File: config.mk
export PLATFORM = sky130hd
export DESIGN_NAME = uart_rx_ctrl
export DESIGN_NICKNAME = d
export VERILOG_FILES = /design/src/rtl/uart_rx_ctrl.sv
export SDC_FILE = /design/constraint.sdc
export NUM_CORES = 1
export LEC_CHECK = 0
export ABC_AREA = 1
export ABC_CLOCK_PERIOD_IN_PS = 3200
export BUFFER_PORTS_ARGS = -buffer_cell sky130_fd_sc_hd__buf_2
export CAP_MARGIN = 30
export CORE_ASPECT_RATIO = 1.4
export CORE_MARGIN = 1.5
export CORE_UTILIZATION = 30
export DETAILED_ROUTE_END_ITERATION = 10
export GPL_TIMING_DRIVEN = 0
export HOLD_SLACK_MARGIN = 0.03
export MAX_ROUTING_LAYER = met4
export PLACE_DENSITY = 0.58
export SYNTH_ARGS = -nofsm -noshare
export SYNTH_HDL_FRONTEND = slang
export SYNTH_SLANG_ARGS = --single-unit
File: constraint.sdc
create_clock -name clk -period 3.2 [get_ports clk]
set_input_delay 0 -clock clk [delete_from_list [all_inputs] [get_ports clk]]
set_output_delay 0 -clock clk [all_outputs]
set_load 0.05 [all_outputs]
File: src/rtl/uart_rx_ctrl.sv
// UART receiver sequencing controller: owns the oversampling edge counter and bit
// counter, runs the frame FSM and issues one-cycle strobes to the sampler/checkers.
module uart_rx_ctrl #(
    parameter int unsigned PRESCALE_W = 6
) (
    input  logic                  clk,
    input  logic                  rst,
    input  logic                  RX_IN,
    input  logic [PRESCALE_W-1:0] prescale,
    input  logic                  PAR_EN,
    input  logic                  strt_glitch,
    input  logic                  par_err,
    input  logic                  stp_err,
    output logic [PRESCALE_W-1:0] edge_cnt,
    output logic [3:0]            bit_cnt,
    output logic                  edge_cnt_flag,
    output logic                  dat_samp_en,
    output logic                  deser_en,
    output logic                  strt_chk_en,
    output logic                  par_chk_en,
    output logic                  stp_chk_en,
    output logic                  data_valid,
    output logic                  busy
);

    localparam int unsigned            BIT_W     = 4;
    localparam logic [PRESCALE_W-1:0]  P_MIN     = PRESCALE_W'(8);
    localparam logic [BIT_W-1:0]       LAST_DATA = BIT_W'(8);

    typedef enum logic [2:0] {
        S_IDLE   = 3'd0,
        S_START  = 3'd1,
        S_DATA   = 3'd2,
        S_PARITY = 3'd3,
        S_STOP   = 3'd4
    } state_t;

    state_t                  r_state;
    state_t                  w_state_nxt;
    logic [PRESCALE_W-1:0]   r_edge;
    logic [PRESCALE_W-1:0]   w_edge_nxt;
    logic [PRESCALE_W-1:0]   r_p;
    logic [PRESCALE_W-1:0]   w_p_nxt;
    logic [PRESCALE_W-1:0]   w_d;
    logic [PRESCALE_W-1:0]   w_d_nxt;
    logic [BIT_W-1:0]        r_bit;
    logic [BIT_W-1:0]        w_bit_nxt;
    logic                    r_par_en;
    logic                    w_par_en_nxt;
    logic                    r_par_seen;
    logic                    w_par_seen_nxt;
    logic                    w_at_d;
    logic                    w_flag;
    logic                    w_start;

    logic r_deser, r_strt, r_par, r_stp, r_dv, r_busy;
    logic w_deser_nxt, w_strt_nxt, w_par_nxt, w_stp_nxt, w_dv_nxt, w_busy_nxt;

    // Decision point D = P/2 + 2: first edge where the sampler's majority vote is valid.
    assign w_d     = PRESCALE_W'(r_p >> 1) + PRESCALE_W'(2);
    assign w_at_d  = (r_edge == w_d);
    assign w_flag  = (r_edge == (r_p - PRESCALE_W'(1)));
    assign w_start = (r_state == S_IDLE) && !RX_IN;

    always_ff @(posedge clk) begin
        if (!rst) begin
            r_state <= S_IDLE;
        end else begin
            r_state <= w_state_nxt;
        end
    end

    always_comb begin
        w_state_nxt = r_state;
        case (r_state)
            S_IDLE: begin
                if (!RX_IN) w_state_nxt = S_START;
            end
            S_START: begin
                if (w_at_d && strt_glitch) w_state_nxt = S_IDLE;
                else if (w_flag)           w_state_nxt = S_DATA;
            end
            S_DATA: begin
                if (w_flag && (r_bit == LAST_DATA))
                    w_state_nxt = r_par_en ? S_PARITY : S_STOP;
            end
            S_PARITY: begin
                if (w_flag) w_state_nxt = S_STOP;
            end
            S_STOP: begin
                // Leave at the stop decision so the rest of the stop bit is spent hunting for a start edge.
                if (w_at_d) w_state_nxt = S_IDLE;
            end
            default: w_state_nxt = S_IDLE;
        endcase
    end

    // Counter, latched-configuration and parity-result next values.
    always_comb begin
        w_edge_nxt     = r_edge + PRESCALE_W'(1);
        w_bit_nxt      = r_bit;
        w_p_nxt        = r_p;
        w_par_en_nxt   = r_par_en;
        w_par_seen_nxt = r_par_seen;
        if (w_start) begin
            w_edge_nxt   = PRESCALE_W'(1);
            w_bit_nxt    = '0;
            w_p_nxt      = (prescale < P_MIN) ? P_MIN : prescale;
            w_par_en_nxt = PAR_EN;
        end else if (w_state_nxt == S_IDLE) begin
            w_edge_nxt     = '0;
            w_bit_nxt      = '0;
            w_par_seen_nxt = 1'b0;
        end else if (w_flag) begin
            w_edge_nxt = '0;
            w_bit_nxt  = r_bit + BIT_W'(1);
        end
        if ((r_state == S_PARITY) && w_at_d) w_par_seen_nxt = par_err;
    end

    assign w_d_nxt = PRESCALE_W'(w_p_nxt >> 1) + PRESCALE_W'(2);

    // Strobes are registered: decode them from the state/counter values of the next cycle.
    always_comb begin
        w_busy_nxt  = (w_state_nxt != S_IDLE);
        w_strt_nxt  = (w_state_nxt == S_START)  && (w_edge_nxt == w_d_nxt);
        w_deser_nxt = (w_state_nxt == S_DATA)   && (w_edge_nxt == w_d_nxt);
        w_par_nxt   = (w_state_nxt == S_PARITY) && (w_edge_nxt == w_d_nxt);
        w_stp_nxt   = (w_state_nxt == S_STOP)   && (w_edge_nxt == w_d_nxt);
        w_dv_nxt    = (r_state == S_STOP) && w_at_d && !stp_err && !r_par_seen;
    end

    always_ff @(posedge clk) begin
        if (!rst) begin
            r_edge     <= '0;
            r_bit      <= '0;
            r_p        <= P_MIN;
            r_par_en   <= 1'b0;
            r_par_seen <= 1'b0;
            r_busy     <= 1'b0;
            r_strt     <= 1'b0;
            r_deser    <= 1'b0;
            r_par      <= 1'b0;
            r_stp      <= 1'b0;
            r_dv       <= 1'b0;
        end else begin
            r_edge     <= w_edge_nxt;
            r_bit      <= w_bit_nxt;
            r_p        <= w_p_nxt;
            r_par_en   <= w_par_en_nxt;
            r_par_seen <= w_par_seen_nxt;
            r_busy     <= w_busy_nxt;
            r_strt     <= w_strt_nxt;
            r_deser    <= w_deser_nxt;
            r_par      <= w_par_nxt;
            r_stp      <= w_stp_nxt;
            r_dv       <= w_dv_nxt;
        end
    end

    assign edge_cnt      = r_edge;
    assign bit_cnt       = r_bit;
    assign edge_cnt_flag = w_flag;
    assign dat_samp_en   = r_busy;
    assign busy          = r_busy;
    assign strt_chk_en   = r_strt;
    assign deser_en      = r_deser;
    assign par_chk_en    = r_par;
    assign stp_chk_en    = r_stp;
    assign data_valid    = r_dv;

endmodule

==> results.md <==
* Status: complete, no violations
* Reg2reg end: strt_chk_en$_SDFF_PN0_
* Met1 Use GR at 17.3%
* Placer Congestion at 0.799
* Worst slew pin tran at 0.527 ns
* Area delta synth->final at 18.5%
* Max cap viols at 0
* Met2 Use GR at 25.7%
* Post-synth top cells: nand2_1, nor2_1, inv_1
* First-pass GRT wire length at 7040 um
* CTS Buf Count at 3
* Multi-input gate area at 1060 um^2
* Clock slew at reported path FFs at 0.10 ns
* Vias in the first global route at 1,614
* Syn nets at 294
* Total iterations of the first detailed-routing run at 4
* Post-route ant nets at 0
* Max Root-Sink Buffers at 2
* Worst min path class: input port to flip-flop
* FF+latch area at 542 um^2
* Final Hold Viols at 0
* Cell area after synthesis at 1760 um^2
* R2R cell count at 20
* Grt ovf at 0
* Worst reg2reg setup slack at 0.39 ns
* Hold_sp: par_err
* Fmax at 356 MHz
* Vias per Instance at 4.56
* Layout fillers at 638
* WL per Instance at 11.1 um
* Die Height at 93.7 um
* CTS Root Cell: clkbuf_8
* WP data arrival at 3.03 ns
* Final WL at 4210 um
* Pre-CTS WS at 0.273 ns
* CTS sink cnt at 27
* EDFF count, synth at 0
* Syn Inst Count at 273
* P per Cell Area at 364 nW/um^2
* Syn Area/Cell at 6.45 um^2
* Leak at 0.00102 uW
* CP Data Required Time at 3.43 ns
* Layout cells sized above 1 at 19.0%
* Power share of the clock group at 26.9%
* CP Class: flip-flop to flip-flop
* Hpwl dp at 3390 um
* Reg2reg start: r_p[3]$_SDFF_PN1_
* Synth cell types at 26
* GRT Util Overall at 15.0%
* Finished Cell Area at 2090 um^2
* Post-Synth XOR/XNOR Area at 6.46%
* Seq pwr share at 47.5%
* Post-Synth Simple-Gate Area at 41.8%
* Yosys top cell area share at 30.7%
* Combinational share of power at 25.7%
* Number of diodes at 0
* Total core area at 5610 um^2
* Post-Route Skew at 0.00973 ns
* Vias at 1,729
* Top Ports at 31
* Remaining DRCs at 0
* Worst setup SP type: flip-flop
* Slew headroom at 64.9%
* GRT busiest layer: met2
* RSZ-0062 raised after global routing: false
* Chip Width at 67.8 um
* Internal Power at 505 uW
* Site Rows at 32
* CTS tree: done
* Crit. End Element: flip-flop
* Setup_tns at 0 ns
* Most common cell in the netlist: nand2_1
* Max-slew violation count at 0
* Share of synthesized registers carrying an async set or reset at 0%
* Compound-gate portion of the synthesized area at 5.97%
* Period utilization at 87.8%
* Maximum vdd drop at 0.191 mV
* Port bufs at 30
* Fraction of the mapped netlist area in adder cells at 5.68%
* Clock insertion delay at the later pin of the skew report at 0.28 ns
* Placed Area at 2000 um^2
* Sw power at 255 uW
* Min setup slack post-route at 0.392 ns
* Multiplexer share of the synthesized area at 0%
* Flops & latches, synth at 27
* Initial Utilization at 31.4%
* Initial antenna violation count at 0
* Setup violations, final at 0
* Switching fraction of total power at 33.6%
* Met3 usage at 0.719%
* Sequential share of the synthesized area at 30.7%
* Worst Hold Depth at 3
* Synth area leaders: dfxtp_1, nand2_1, nor2_1
* CTS H-Tree Depth at 1
* Hold Path End: r_par_seen$_SDFFE_PN0P_
* Total number of yosys warnings at 0
* Drt initial violations at 54
* Predominant post-synthesis flop cell: dfxtp_1
* Max FO, Critical Path at 10
* Die area at 6350 um^2
* Main combinational cell family by area after synthesis: simple AND/OR/NAND/NOR gates
* Fin nets at 333
* Min Tclk post-route at 2.81 ns
* Area leader, netlist: dfxtp_1
* Post-CTS setup buffers at 0
* Largest net degree at the start of global routing at 17
-- critical path: stages, from the launching register on --
cell and delay, ns:
dfxtp_1 0.41, inv_1 0.14, ha_1 0.21, a21boi_0 0.20, nand2_1 0.07, nand2_1 0.07, nand2_1 0.04, inv_1 0.06
nand3_2 0.23, nor2_2 0.18, nand2_1 0.08, nand2_2 0.08, nand2_1 0.09, nor2_4 0.13, nand2_2 0.10, buf_6 0.16
nand3_2 0.06, nand2_2 0.06, nor2_2 0.13, nand3_2 0.13, nor2_1 0.11
-- final cells by class --
| class | instances | share of cell area [%] |
|---|---|---|
| clock inverter | 1 | 0.360 |
| multi-input combinational | 205 | 50.6 |
| inverter | 37 | 6.65 |
| tap | 68 | 4.08 |
| sequential | 27 | 26.0 |
| clock buffer | 3 | 1.98 |
| buffer | 4 | 1.26 |
| timing repair buffer | 34 | 9.11 |
-- registers in the layout, indices dropped and copies added (netlist names) --
register and flops:
par_chk_en 1, data_valid 1, r_par_seen 1, edge_cnt 6, deser_en 1, r_state 3, strt_chk_en 1, r_p 6
r_par_en 1, bit_cnt 4, busy 1, stp_chk_en 1
-- stage by stage --
stage | total power [uW] | utilization [%] | hold slack, ns | cells
floorplan | 516 | - | 0.117 | 273
global placement | 559 | 35.6 | 0.252 | 371
detailed placement | 561 | 35.6 | 0.245 | 371
CTS | 767 | 37.2 | 0.0394 | 379
global route | 808 | 37.2 | 0.0626 | 379
finish | 760 | 37.2 | 0.0439 | 379
-- per-layer routing --
| layer | vias to the layer above | part of all wire, % |
|---|---|---|
| met3 | 6 | 1.8 |
| met1 | 773 | 42 |
| met2 | 25 | 54 |
| met4 | 0 | 1.7 |
| li1 | 925 | - |
| met5 | - | 0 |
-- logic make-up after synthesis --
family,after synthesis
simple gates,164
flops,27
compound gates,20
buf+inv,41
xor+xnor,13
fa+ha+maj,8
-- power groups by stage --
stage	logic (uW)	registers (uW)	clock network, uW
2_1_floorplan	138	378	0
3_3_place_gp	190	368	0
3_5_place_dp	193	368	0
4_1_cts	197	361	209
5_1_grt	224	363	221
6_report	195	361	204
-- cell usage in the layout, fill, tap and decap left out, types with 8 or more instances in the layout --
cell,instances
xor2_1,8
nand2_1,73
inv_1,34
ha_1,8
dfxtp_1,26
a21oi_1,9
nand3_1,18
nor2_1,41
buf_2,30
nor2_2,8
-- how the worst max path moves through the flow --
stage / from / endpoint / slack, ns / depth (start not counted)
floorplan: edge_cnt[2]$_SDFF_PN0_ / par_chk_en$_SDFF_PN0_ / 0.77 / 18
CTS: r_p[2]$_SDFF_PN0_ / stp_chk_en$_SDFF_PN0_ / 0.26 / 20
detailed placement: r_p[2]$_SDFF_PN0_ / stp_chk_en$_SDFF_PN0_ / 0.27 / 20
global route: r_p[0]$_SDFFE_PN0P_ / strt_chk_en$_SDFF_PN0_ / 0.05 / 21
finish: r_p[3]$_SDFF_PN1_ / strt_chk_en$_SDFF_PN0_ / 0.39 / 20
global placement: r_p[2]$_SDFF_PN0_ / stp_chk_en$_SDFF_PN0_ / 0.30 / 20
-- what timing repair did --
item | 4_1_cts | 5_1_grt
endpoints found under the hold margin | 5 | 0
gates resized for setup | 0 | 1
hold buffers | 4 | 0
setup endpoints to repair | 0 | 2
(Power assumes the default switching activity.)
